===== src/rtl/dice_button_conditioner.sv =====
// rtl/dice_button_conditioner.sv - synchronizes and debounces the roll button into clean press/release/long-press events
module dice_button_conditioner #(
    parameter int DEBOUNCE_CYCLES   = 4,
    parameter int LONG_PRESS_CYCLES = 16
) (
    input  logic       clk,
    input  logic       reset,
    input  logic       btn,
    output logic       roll_pulse,
    output logic       release_pulse,
    output logic       long_press,
    output logic       btn_level,
    output logic [7:0] press_count
);

    typedef enum logic [1:0] {
        IDLE       = 2'd0,
        DB_PRESS   = 2'd1,
        HELD       = 2'd2,
        DB_RELEASE = 2'd3
    } state_t;

    localparam logic [7:0]  DB_LAST = 8'(DEBOUNCE_CYCLES - 1);
    localparam logic [15:0] HC_MAX  = 16'(LONG_PRESS_CYCLES);
    localparam logic [15:0] HC_FIRE = 16'(LONG_PRESS_CYCLES - 1);

    state_t      state_q;
    logic        s1_q;
    logic        sync_q;
    logic [7:0]  dbc_q;
    logic [15:0] hc_q;
    logic        roll_q;
    logic        release_q;
    logic        long_q;
    logic        level_q;
    logic [7:0]  count_q;

    always_ff @(posedge clk or negedge reset) begin
        if (!reset) begin
            state_q   <= IDLE;
            s1_q      <= 1'b0;
            sync_q    <= 1'b0;
            dbc_q     <= 8'd0;
            hc_q      <= 16'd0;
            roll_q    <= 1'b0;
            release_q <= 1'b0;
            long_q    <= 1'b0;
            level_q   <= 1'b0;
            count_q   <= 8'd0;
        end else begin
            s1_q      <= btn;
            sync_q    <= s1_q;
            roll_q    <= 1'b0;
            release_q <= 1'b0;
            long_q    <= 1'b0;

            // Hold time keeps accruing through release bounce; saturation stops a second long_press.
            if (state_q == HELD || state_q == DB_RELEASE) begin
                if (hc_q != HC_MAX) begin
                    hc_q <= hc_q + 16'd1;
                end
                if (hc_q == HC_FIRE) begin
                    long_q <= 1'b1;
                end
            end

            case (state_q)
                IDLE: begin
                    if (sync_q) begin
                        state_q <= DB_PRESS;
                        dbc_q   <= 8'd1;
                    end
                end
                DB_PRESS: begin
                    if (!sync_q) begin
                        state_q <= IDLE;
                    end else if (dbc_q == DB_LAST) begin
                        state_q <= HELD;
                        roll_q  <= 1'b1;
                        level_q <= 1'b1;
                        count_q <= count_q + 8'd1;
                        hc_q    <= 16'd0;
                    end else begin
                        dbc_q <= dbc_q + 8'd1;
                    end
                end
                HELD: begin
                    if (!sync_q) begin
                        state_q <= DB_RELEASE;
                        dbc_q   <= 8'd1;
                    end
                end
                DB_RELEASE: begin
                    if (sync_q) begin
                        state_q <= HELD;
                    end else if (dbc_q == DB_LAST) begin
                        state_q   <= IDLE;
                        release_q <= 1'b1;
                        level_q   <= 1'b0;
                    end else begin
                        dbc_q <= dbc_q + 8'd1;
                    end
                end
                default: state_q <= IDLE;
            endcase
        end
    end

    assign roll_pulse    = roll_q;
    assign release_pulse = release_q;
    assign long_press    = long_q;
    assign btn_level     = level_q;
    assign press_count   = count_q;

endmodule

===== config.mk =====
export PLATFORM = sky130hd
export DESIGN_NAME = dice_button_conditioner
export DESIGN_NICKNAME = d
export VERILOG_FILES = /design/src/rtl/dice_button_conditioner.sv
export SDC_FILE = /design/constraint.sdc
export NUM_CORES = 1
export LEC_CHECK = 0
export CAP_MARGIN = 5
export CORE_MARGIN = 2
export CORE_UTILIZATION = 50
export DETAILED_ROUTE_END_ITERATION = 7
export PLACE_DENSITY = 0.7
export SYNTH_ARGS = -nofsm -noshare
export SYNTH_HDL_FRONTEND = slang
export SYNTH_SLANG_ARGS = --single-unit
export TNS_END_PERCENT = 1

===== constraint.sdc =====
create_clock -name clk -period 3.6 [get_ports clk]
set_input_delay 0.72 -clock clk [delete_from_list [all_inputs] [get_ports clk]]
set_output_delay 0.72 -clock clk [all_outputs]
set_load 0.02 [all_outputs]

Yosys cells after proc, flatten, opt, wreduce, memory -nomap -nowiden
Cells that the tools add are included. Widths: inputs -> output; s select.

Word-level logic and storage cells: 64. Output and inout port bits: 12. Register bits after elaboration: 40.

Add/sub/neg operators: 3. Mux-type cells: 30. Reduce and logical (&&, ||, !) cells: 7. Eq/ne operators: 14.

Operator list (number): $mux 16 (5); $mux 8 (5); $pmux 8 s4 (1); $add 16x1->16 const B (1); $add 8x1->8 const B (2); $eq 16x4->1 const B (1); $ne 16x5->1 const B (1); $mux 2 (6); $mux 1 (11); $ne 2x2->1 const B (5); $eq 8x2->1 const B (1); $pmux 2 s4 (1); $reduce_and 4->1 (2); $reduce_and 5->1 (1); $eq 2x2->1 const B (2); $ne 3x2->1 const B (1); $ne 3x3->1 const B (1); $reduce_and 3->1 (1); $eq 2x1->1 const B (1); $logic_not 2->1 (1); $ne 2x1->1 const B (1); $pmux 1 s2 (1); $reduce_bool 2->1 (1); $logic_or 1x1->1 (1).

Depth between registers and ports, before layout
Gate-level depths: netlist of the first run.

Word-level depth: 6. Gate-level depth with buffers: 7. Gate-level depth less buffers: 6.

Least setup slack after synthesis of the first run
No wires, ideal clock.

Path kind: reg2reg. Start point: reg dbc_q[0]. End point: reg count_q[4], in the netlist press_count[4]. Path slack: 1.841 ns. Data arrival time: 1.629 ns. Cell stages (with the launch flop): 8. Path through: dfrtp_1 > ha_1 > nor4b_2 > nand4_2 > inv_2 > buf_6 > nand4_4 > xnor2_2.

Word-level cells in the longest chain between the ends: 2.

RTL lines: start: declaration (line 30) `logic [7:0] dbc_q;`; start signal: assignment (line 84) `dbc_q <= dbc_q + 8'd1;`; start signal: assignment (line 101) `dbc_q <= dbc_q + 8'd1;`; $eq 8x2->1 (line 77) `end else if (dbc_q == DB_LAST) begin`; $reduce_and 3->1 (no line); end signal: assignment (line 81) `count_q <= count_q + 8'd1;`; end: declaration (line 36) `logic [7:0] count_q;`.

Every way passes these cells. A chain may end at the register's enable or synchronous reset.

Worst setup path in the final report of the first run
Start point: reg dbc_q[0]. End point: reg count_q[5], in the netlist press_count[5].

The elaborated chain is that of the path after synthesis.

==> impl_metrics.csv, run 1 <==
group,metric,value,unit
status,result_of_the_run,"complete, no violations",
worst_setup_path,worst-path-max-fanout,20,
pwr,power.internal,840,uW
route,remaining_drc_errors,0,
sta,timing.slew.headroom,0.421,
sta,fin_tns_setup,0,ns
floorplanning,core_area,3690,um^2
sta,setup_viol,0,
pwr,fin_total_pwr,1300,uW
route,dr.first_iter.drc_count,79,
floorplanning,initial_utilization,0.523,
yosys,synth_flop_cell,"sky130_fd_sc_hd__dfrtp_1",
yosys,yosysMostFrequentCell,"sky130_fd_sc_hd__dfrtp_1",
yosys,synth_area,1930,um^2
sta,final.setup_skew,0.00601,ns
finish,area_growth,13.7,%
route,antenna_left,0,
grt,vias_in_the_first_global_route,1389,
clocking,cts-buffers-inserted,5,
pwr,p_per_area,590,nW/um^2
worst_setup_path,critical-path-slowest-cell,"sky130_fd_sc_hd__nor4b_2",
worst_setup_path,setup.worst_path.end_class,"register",
worst_hold_path,hold_path.startpoint,"s1_q$_DFF_PN0_",
clocking,root_buffer,"sky130_fd_sc_hd__clkbuf_8",
pwr,switching_power_share_of_the_total,0.351,
yosys,avg_synthesized_cell_area,10.2,um^2
finish,antenna_cells_inserted,0,
pwr,power.sequential.fraction,0.490,
worst_setup_path,critPathArrivalTime,2.29,ns
clocking,ctsResizeCount,0,
placed_design,hpwlAfterDp,2510,um
finish,finish.cell_count_without_fillers,254,
floorplanning,row_count,22,
worst_setup_path,critical_path.reg2reg.startpoint,"dbc_q[0]$_DFFE_PN0P_",
worst_setup_path,timing.critical_path.cells,"ha_1 > nor4b_2 > nand4_2 > inv_2 > nand4_1 > xnor2_1",
route,wl,3650,um
clocking,clkSlewWorstSetupHoldPaths,0.07,ns
yosys,async_flop_share,1.00,
floorplanning,die-width,66.1,um
sta,timing_hold_violations_final,0,
route,post_drt_wl_per_cell,14.4,um
sta,period_needed,2.11,ns
placed_design,gp_congestion,0.807,
yosys,synth_top_area_cell,"sky130_fd_sc_hd__dfrtp_1",
worst_setup_path,highest_cell_delay_on_the_worst_timing_path,0.44,ns
worst_setup_path,r2r_setup_slack,1.49,ns
grt,grt_overflow,0,
clocking,tritoncts,"built",
grt,pin_count_of_the_biggest_net_entering_global_routing,41,
floorplanning,fp.dieArea,4370,um^2
yosys,yosys-top-cells-count,"sky130_fd_sc_hd__dfrtp_1, sky130_fd_sc_hd__nand2_1, sky130_fd_sc_hd__nor2_1",
yosys,synth.top_cells.by_area,"sky130_fd_sc_hd__dfrtp_1, sky130_fd_sc_hd__xnor2_1, sky130_fd_sc_hd__nand3_1, sky130_fd_sc_hd__nand2_1, sky130_fd_sc_hd__nor2_1",
yosys,yosys_register_bits,40,
finish,finalNetCount,213,
flow_run,max-cap-violations,0,
clocking,hold_buffers,0,
yosys,ys.warnings.count,0,
pwr,largest_voltage_drop_on_the_vdd_net,379,uV
placed_design,port_buffers,14,
route,vias_per_cell,5.72,
floorplanning,ioPinCount,15,
sta,timing.final.max_slew_violations,0,
worst_setup_path,critical-path-top-delay-family,"simple AND/OR/NAND/NOR gates",
pwr,leakage_power_figure,0.000975,uW
clocking,cts-htree-levels,2,
placed_design,placed_cells,247,
clocking,clk_latency,0.29,ns
worst_hold_path,holdCritPathClass,"register to register",
yosys,synth_top_area_share,0.518,
clocking,postCtsSetupBuffers,0,
yosys,syn-instance-count,189,
worst_setup_path,cp.required,3.78,ns
yosys,synth-edff-count,0,
grt,grtUsageTotal,0.193,
yosys,yosys_cell_types,37,
sta,timing_worst_slew_pin_value,0.869,ns
yosys,postSynthNetCount,196,
finish,final_layout_size_suffix_gt1_frac,0.0825,
worst_setup_path,critical_path.n_buffers_inverters,1,
sta,fmaxAchievable,0.473,GHz
floorplanning,die_y,66.1,um
sta,period_share,0.587,
worst_setup_path,timing_worst_setup_path_type,"register to register",
route,drt_pre_antenna_iters,4,
pwr,power.share.combinational,0.265,
pwr,pwr-share-clk,0.245,
grt,global_route_wire_length_before_repair,6460,um
route,vias,1453,
clocking,cts_buffer_depth,2,
pwr,power_switching,455,uW
worst_setup_path,worst_setup_path_startpoint,"dbc_q[0]$_DFFE_PN0P_",
grt,number_of_antenna_violations_at_the_first_check_in_global_routing,0,
yosys,synth.yosys.seq_area_share,0.518,
worst_setup_path,worstSetupStartpointType,"register",
clocking,clock-sinks,40,
sta,rsz0062_at_grt,"no",
## cells in the final DEF (no fill, tap or decap), types with 2 or more instances in the layout
cell / netlist / layout
sky130_fd_sc_hd__o31ai_1: 3 / 3
sky130_fd_sc_hd__ha_1: 4 / 4
sky130_fd_sc_hd__nand3_1: 14 / 14
sky130_fd_sc_hd__xnor2_1: 14 / 14
sky130_fd_sc_hd__nand2_1: 18 / 18
sky130_fd_sc_hd__o21ai_0: 6 / 6
sky130_fd_sc_hd__nor3_1: 9 / 9
sky130_fd_sc_hd__clkdlybuf4s50_1: 0 / 13
sky130_fd_sc_hd__inv_1: 8 / 8
sky130_fd_sc_hd__nand4_1: 6 / 6
sky130_fd_sc_hd__nor4_1: 5 / 5
sky130_fd_sc_hd__nor4b_2: 2 / 2
sky130_fd_sc_hd__xor2_1: 3 / 3
sky130_fd_sc_hd__and3_1: 4 / 4
sky130_fd_sc_hd__a21oi_1: 9 / 9
sky130_fd_sc_hd__mux2i_1: 3 / 3
sky130_fd_sc_hd__dfrtp_1: 40 / 40
sky130_fd_sc_hd__or3_1: 5 / 5
sky130_fd_sc_hd__nor2_1: 17 / 17
sky130_fd_sc_hd__clkbuf_8: 0 / 7
## cell families after synthesis
family	share of synthesized area
AOI/OAI and AO/OA	0.0668
xor gates and xnor gates	0.0856
DFF	0.518
adders and majority gates	0.0259
buffers and inverters	0.0318
and+or+nand+nor	0.250
muxes	0.0214
## per-layer routing
| layer | share of wire | track usage |
|---|---|---|
| met1 | 0.46 | 0.260 |
| met2 | 0.49 | 0.309 |
| met3 | 0.033 | 0.0511 |
| met5 | 0 | 0 |
| met4 | 0.011 | 0.0536 |
## sequential cells by signal (all words and copies together), names as in the netlist, named ones only
register	flops
roll_pulse	1
btn_level	1
sync_q	1
dbc_q	8
state_q	1
release_pulse	1
press_count	8
long_press	1
hc_q	16
s1_q	1
## layout make-up
type                            count  area [um^2]
Multi-Input combinational cell    136          868
Clock buffer                        7         96.3
Sequential cell                    40         1000
Inverter                            9         33.8
Fill cell                         315         1490
Timing Repair Buffer               14          135
Tap cell                           48         60.1
## path summary, 6_finish.rpt
path / endpoint / depth (start not counted)
min: sync_q$_DFF_PN0_ / 0
max: press_count[5]$_DFFE_PN0P_ / 6
max in group asynchronous: hc_q[11]$_DFF_PN0_ / 1
min reg2reg: sync_q$_DFF_PN0_ / 0
max reg2reg: press_count[5]$_DFFE_PN0P_ / 6
min in group asynchronous: dbc_q[7]$_DFFE_PN0P_ / 1
## metrics by stage
| stage | instance area [um^2] | utilization | setup WS [ns] | hold slack [ns] |
|---|---|---|---|---|
| floorplan | 1930 | - | 1.84 | 0.331 |
| global placement | 2100 | 0.569 | 1.62 | 0.333 |
| detailed placement | 2100 | 0.569 | 1.52 | 0.343 |
| CTS | 2190 | 0.595 | 1.47 | 0.365 |
| global route | 2190 | 0.595 | 1.25 | 0.379 |
| finish | 2190 | 0.595 | 1.49 | 0.361 |
## power groups by stage
stage	clock [uW]	sequential, uW	combinational (uW)
floorplan	0	612	255
global placement	0	629	325
detailed placement	0	640	343
CTS	324	632	347
global route	345	649	392
finish	318	635	343
(Power assumes the default switching activity.)
==> inputs of run 2 (changes only) <==
PLACE_DENSITY = 0.73   (was 0.7)
clock period = 1.9 ns   (was 3.6 ns; I/O delays follow)
==> impl_metrics.csv, run 2 (synthesis results as in run 1) <==
group,metric,value,unit
status,result_of_the_run,"complete, no violations",
pwr,p_per_area,1160,nW/um^2
grt,grtUsageTotal,0.195,
pwr,leakage_power_figure,0.00103,uW
sta,fin_tns_setup,0,ns
floorplanning,die_y,66.1,um
sta,setup_viol,0,
sta,final.setup_skew,0.00862,ns
worst_setup_path,critical-path-top-delay-family,"buffers and inverters",
pwr,largest_voltage_drop_on_the_vdd_net,707,uV
clocking,postCtsSetupBuffers,0,
clocking,clk_latency,0.30,ns
floorplanning,row_count,22,
finish,most-common-layout-cells,"sky130_fd_sc_hd__dfrtp_1, sky130_fd_sc_hd__nand2_1, sky130_fd_sc_hd__nor2_1",
worst_setup_path,setup.worst_path.end_class,"primary output",
worst_setup_path,critical_path.n_buffers_inverters,1,
clocking,clkSlewWorstSetupHoldPaths,0.08,ns
flow_run,max-cap-violations,0,
route,post_drt_wl_per_cell,13.9,um
floorplanning,initial_utilization,0.523,
finish,layout.cells.most_common,"sky130_fd_sc_hd__dfrtp_1",
worst_setup_path,cp.required,1.52,ns
route,antenna_left,0,
worst_setup_path,worstSetupStartpointType,"register",
worst_setup_path,timing_worst_setup_path_type,"register to primary output",
finish,largest_reg_flops,16,
finish,postLayoutCoreUtil,0.624,
placed_design,gp_congestion,0.771,
floorplanning,core_area,3690,um^2
sta,period_share,0.942,
placed_design,port_buffers,14,
route,vias,1438,
finish,final_layout_size_suffix_gt1_frac,0.130,
route,vias_per_cell,5.47,
worst_hold_path,holdCritPathClass,"primary input to async pin",
clocking,cts-buffers-inserted,5,
worst_setup_path,timing.critical_path.cells,"clkdlybuf4s50_1",
worst_setup_path,critPathArrivalTime,1.41,ns
sta,fmaxAchievable,0.558,GHz
worst_setup_path,critical-path-slowest-cell,"sky130_fd_sc_hd__clkdlybuf4s50_1",
finish,finalNetCount,221,
finish,antenna_cells_inserted,0,
sta,timing_hold_violations_final,0,
floorplanning,ioPinCount,15,
clocking,root_buffer,"sky130_fd_sc_hd__clkbuf_8",
route,drt_pre_antenna_iters,4,
route,remaining_drc_errors,0,
sta,rsz0062_at_grt,"no",
floorplanning,fp.dieArea,4370,um^2
grt,vias_in_the_first_global_route,1418,
clocking,tritoncts,"built",
sta,period_needed,1.79,ns
grt,number_of_antenna_violations_at_the_first_check_in_global_routing,0,
worst_setup_path,worst-path-max-fanout,5,
finish,register_containing_the_most_flip_flops_in_the_final_layout,"hc_q",
clocking,cts-htree-levels,2,
route,dr.first_iter.drc_count,90,
sta,timing.final.max_slew_violations,0,
floorplanning,die-width,66.1,um
grt,pin_count_of_the_biggest_net_entering_global_routing,41,
pwr,fin_total_pwr,2670,uW
grt,global_route_wire_length_before_repair,6380,um
grt,grt_overflow,0,
worst_setup_path,highest_cell_delay_on_the_worst_timing_path,0.65,ns
clocking,cts_buffer_depth,2,
sta,timing.slew.headroom,0.672,
placed_design,hpwlAfterDp,2610,um
sta,timing_worst_slew_pin_value,0.493,ns
route,wl,3650,um
finish,area_growth,19.3,%
worst_setup_path,r2r_setup_slack,0.21,ns
clocking,clock-sinks,40,
run 2: layout make-up:
cell class | instances | area (um^2)
Fill cell | 313 | 1390
Sequential cell | 40 | 1000
Multi-Input combinational cell | 136 | 885
Timing Repair Buffer | 22 | 195
Clock buffer | 7 | 96.3
Tap cell | 48 | 60.1
Inverter | 9 | 36.3
Clock inverter | 1 | 30.0
run 2: path summary, 6_finish.rpt:
check,startpoint,end,cells past startpoint
max,press_count[3]$_DFFE_PN0P_,press_count[3],1
min,reset,hc_q[4]$_DFF_PN0_,2
max reg2reg,dbc_q[0]$_DFFE_PN0P_,press_count[5]$_DFFE_PN0P_,6
min reg2reg,s1_q$_DFF_PN0_,sync_q$_DFF_PN0_,0
max in group asynchronous,reset,hc_q[12]$_DFF_PN0_,2
min in group clk,s1_q$_DFF_PN0_,sync_q$_DFF_PN0_,0
run 2: what timing repair did:
| item | in CTS | in global routing |
|---|---|---|
| setup endpoints to repair | 0 | 20 |
| gates resized for setup | 0 | 4 |
| hold buffers | 0 | 0 |
run 2: power by group:
group / switching (uW) / internal [uW]
sequential: 179 / 985
clock: 288 / 463
combinational: 404 / 347
run 2: layer usage:
layer,wire (um),GRT usage,vias to the layer above
met5,0,0,-
met4,50,0.0663,0
met3,113,0.0630,5
met2,1860,0.324,15
met1,1630,0.237,706
li1,-,-,712
run 2: stage by stage:
| step | cells | worst slack, ns | hold slack [ns] | instance area, um^2 |
|---|---|---|---|---|
| 4_1_cts | 263 | 0.0394 | 0.148 | 2280 |
| 2_1_floorplan | 189 | 0.141 | 0.0844 | 1930 |
| 3_5_place_dp | 255 | 0.0542 | 0.343 | 2160 |
| 3_3_place_gp | 255 | 0.155 | 0.337 | 2160 |
| 6_report | 263 | 0.109 | 0.121 | 2300 |
| 5_1_grt | 263 | 0.0241 | 0.171 | 2300 |
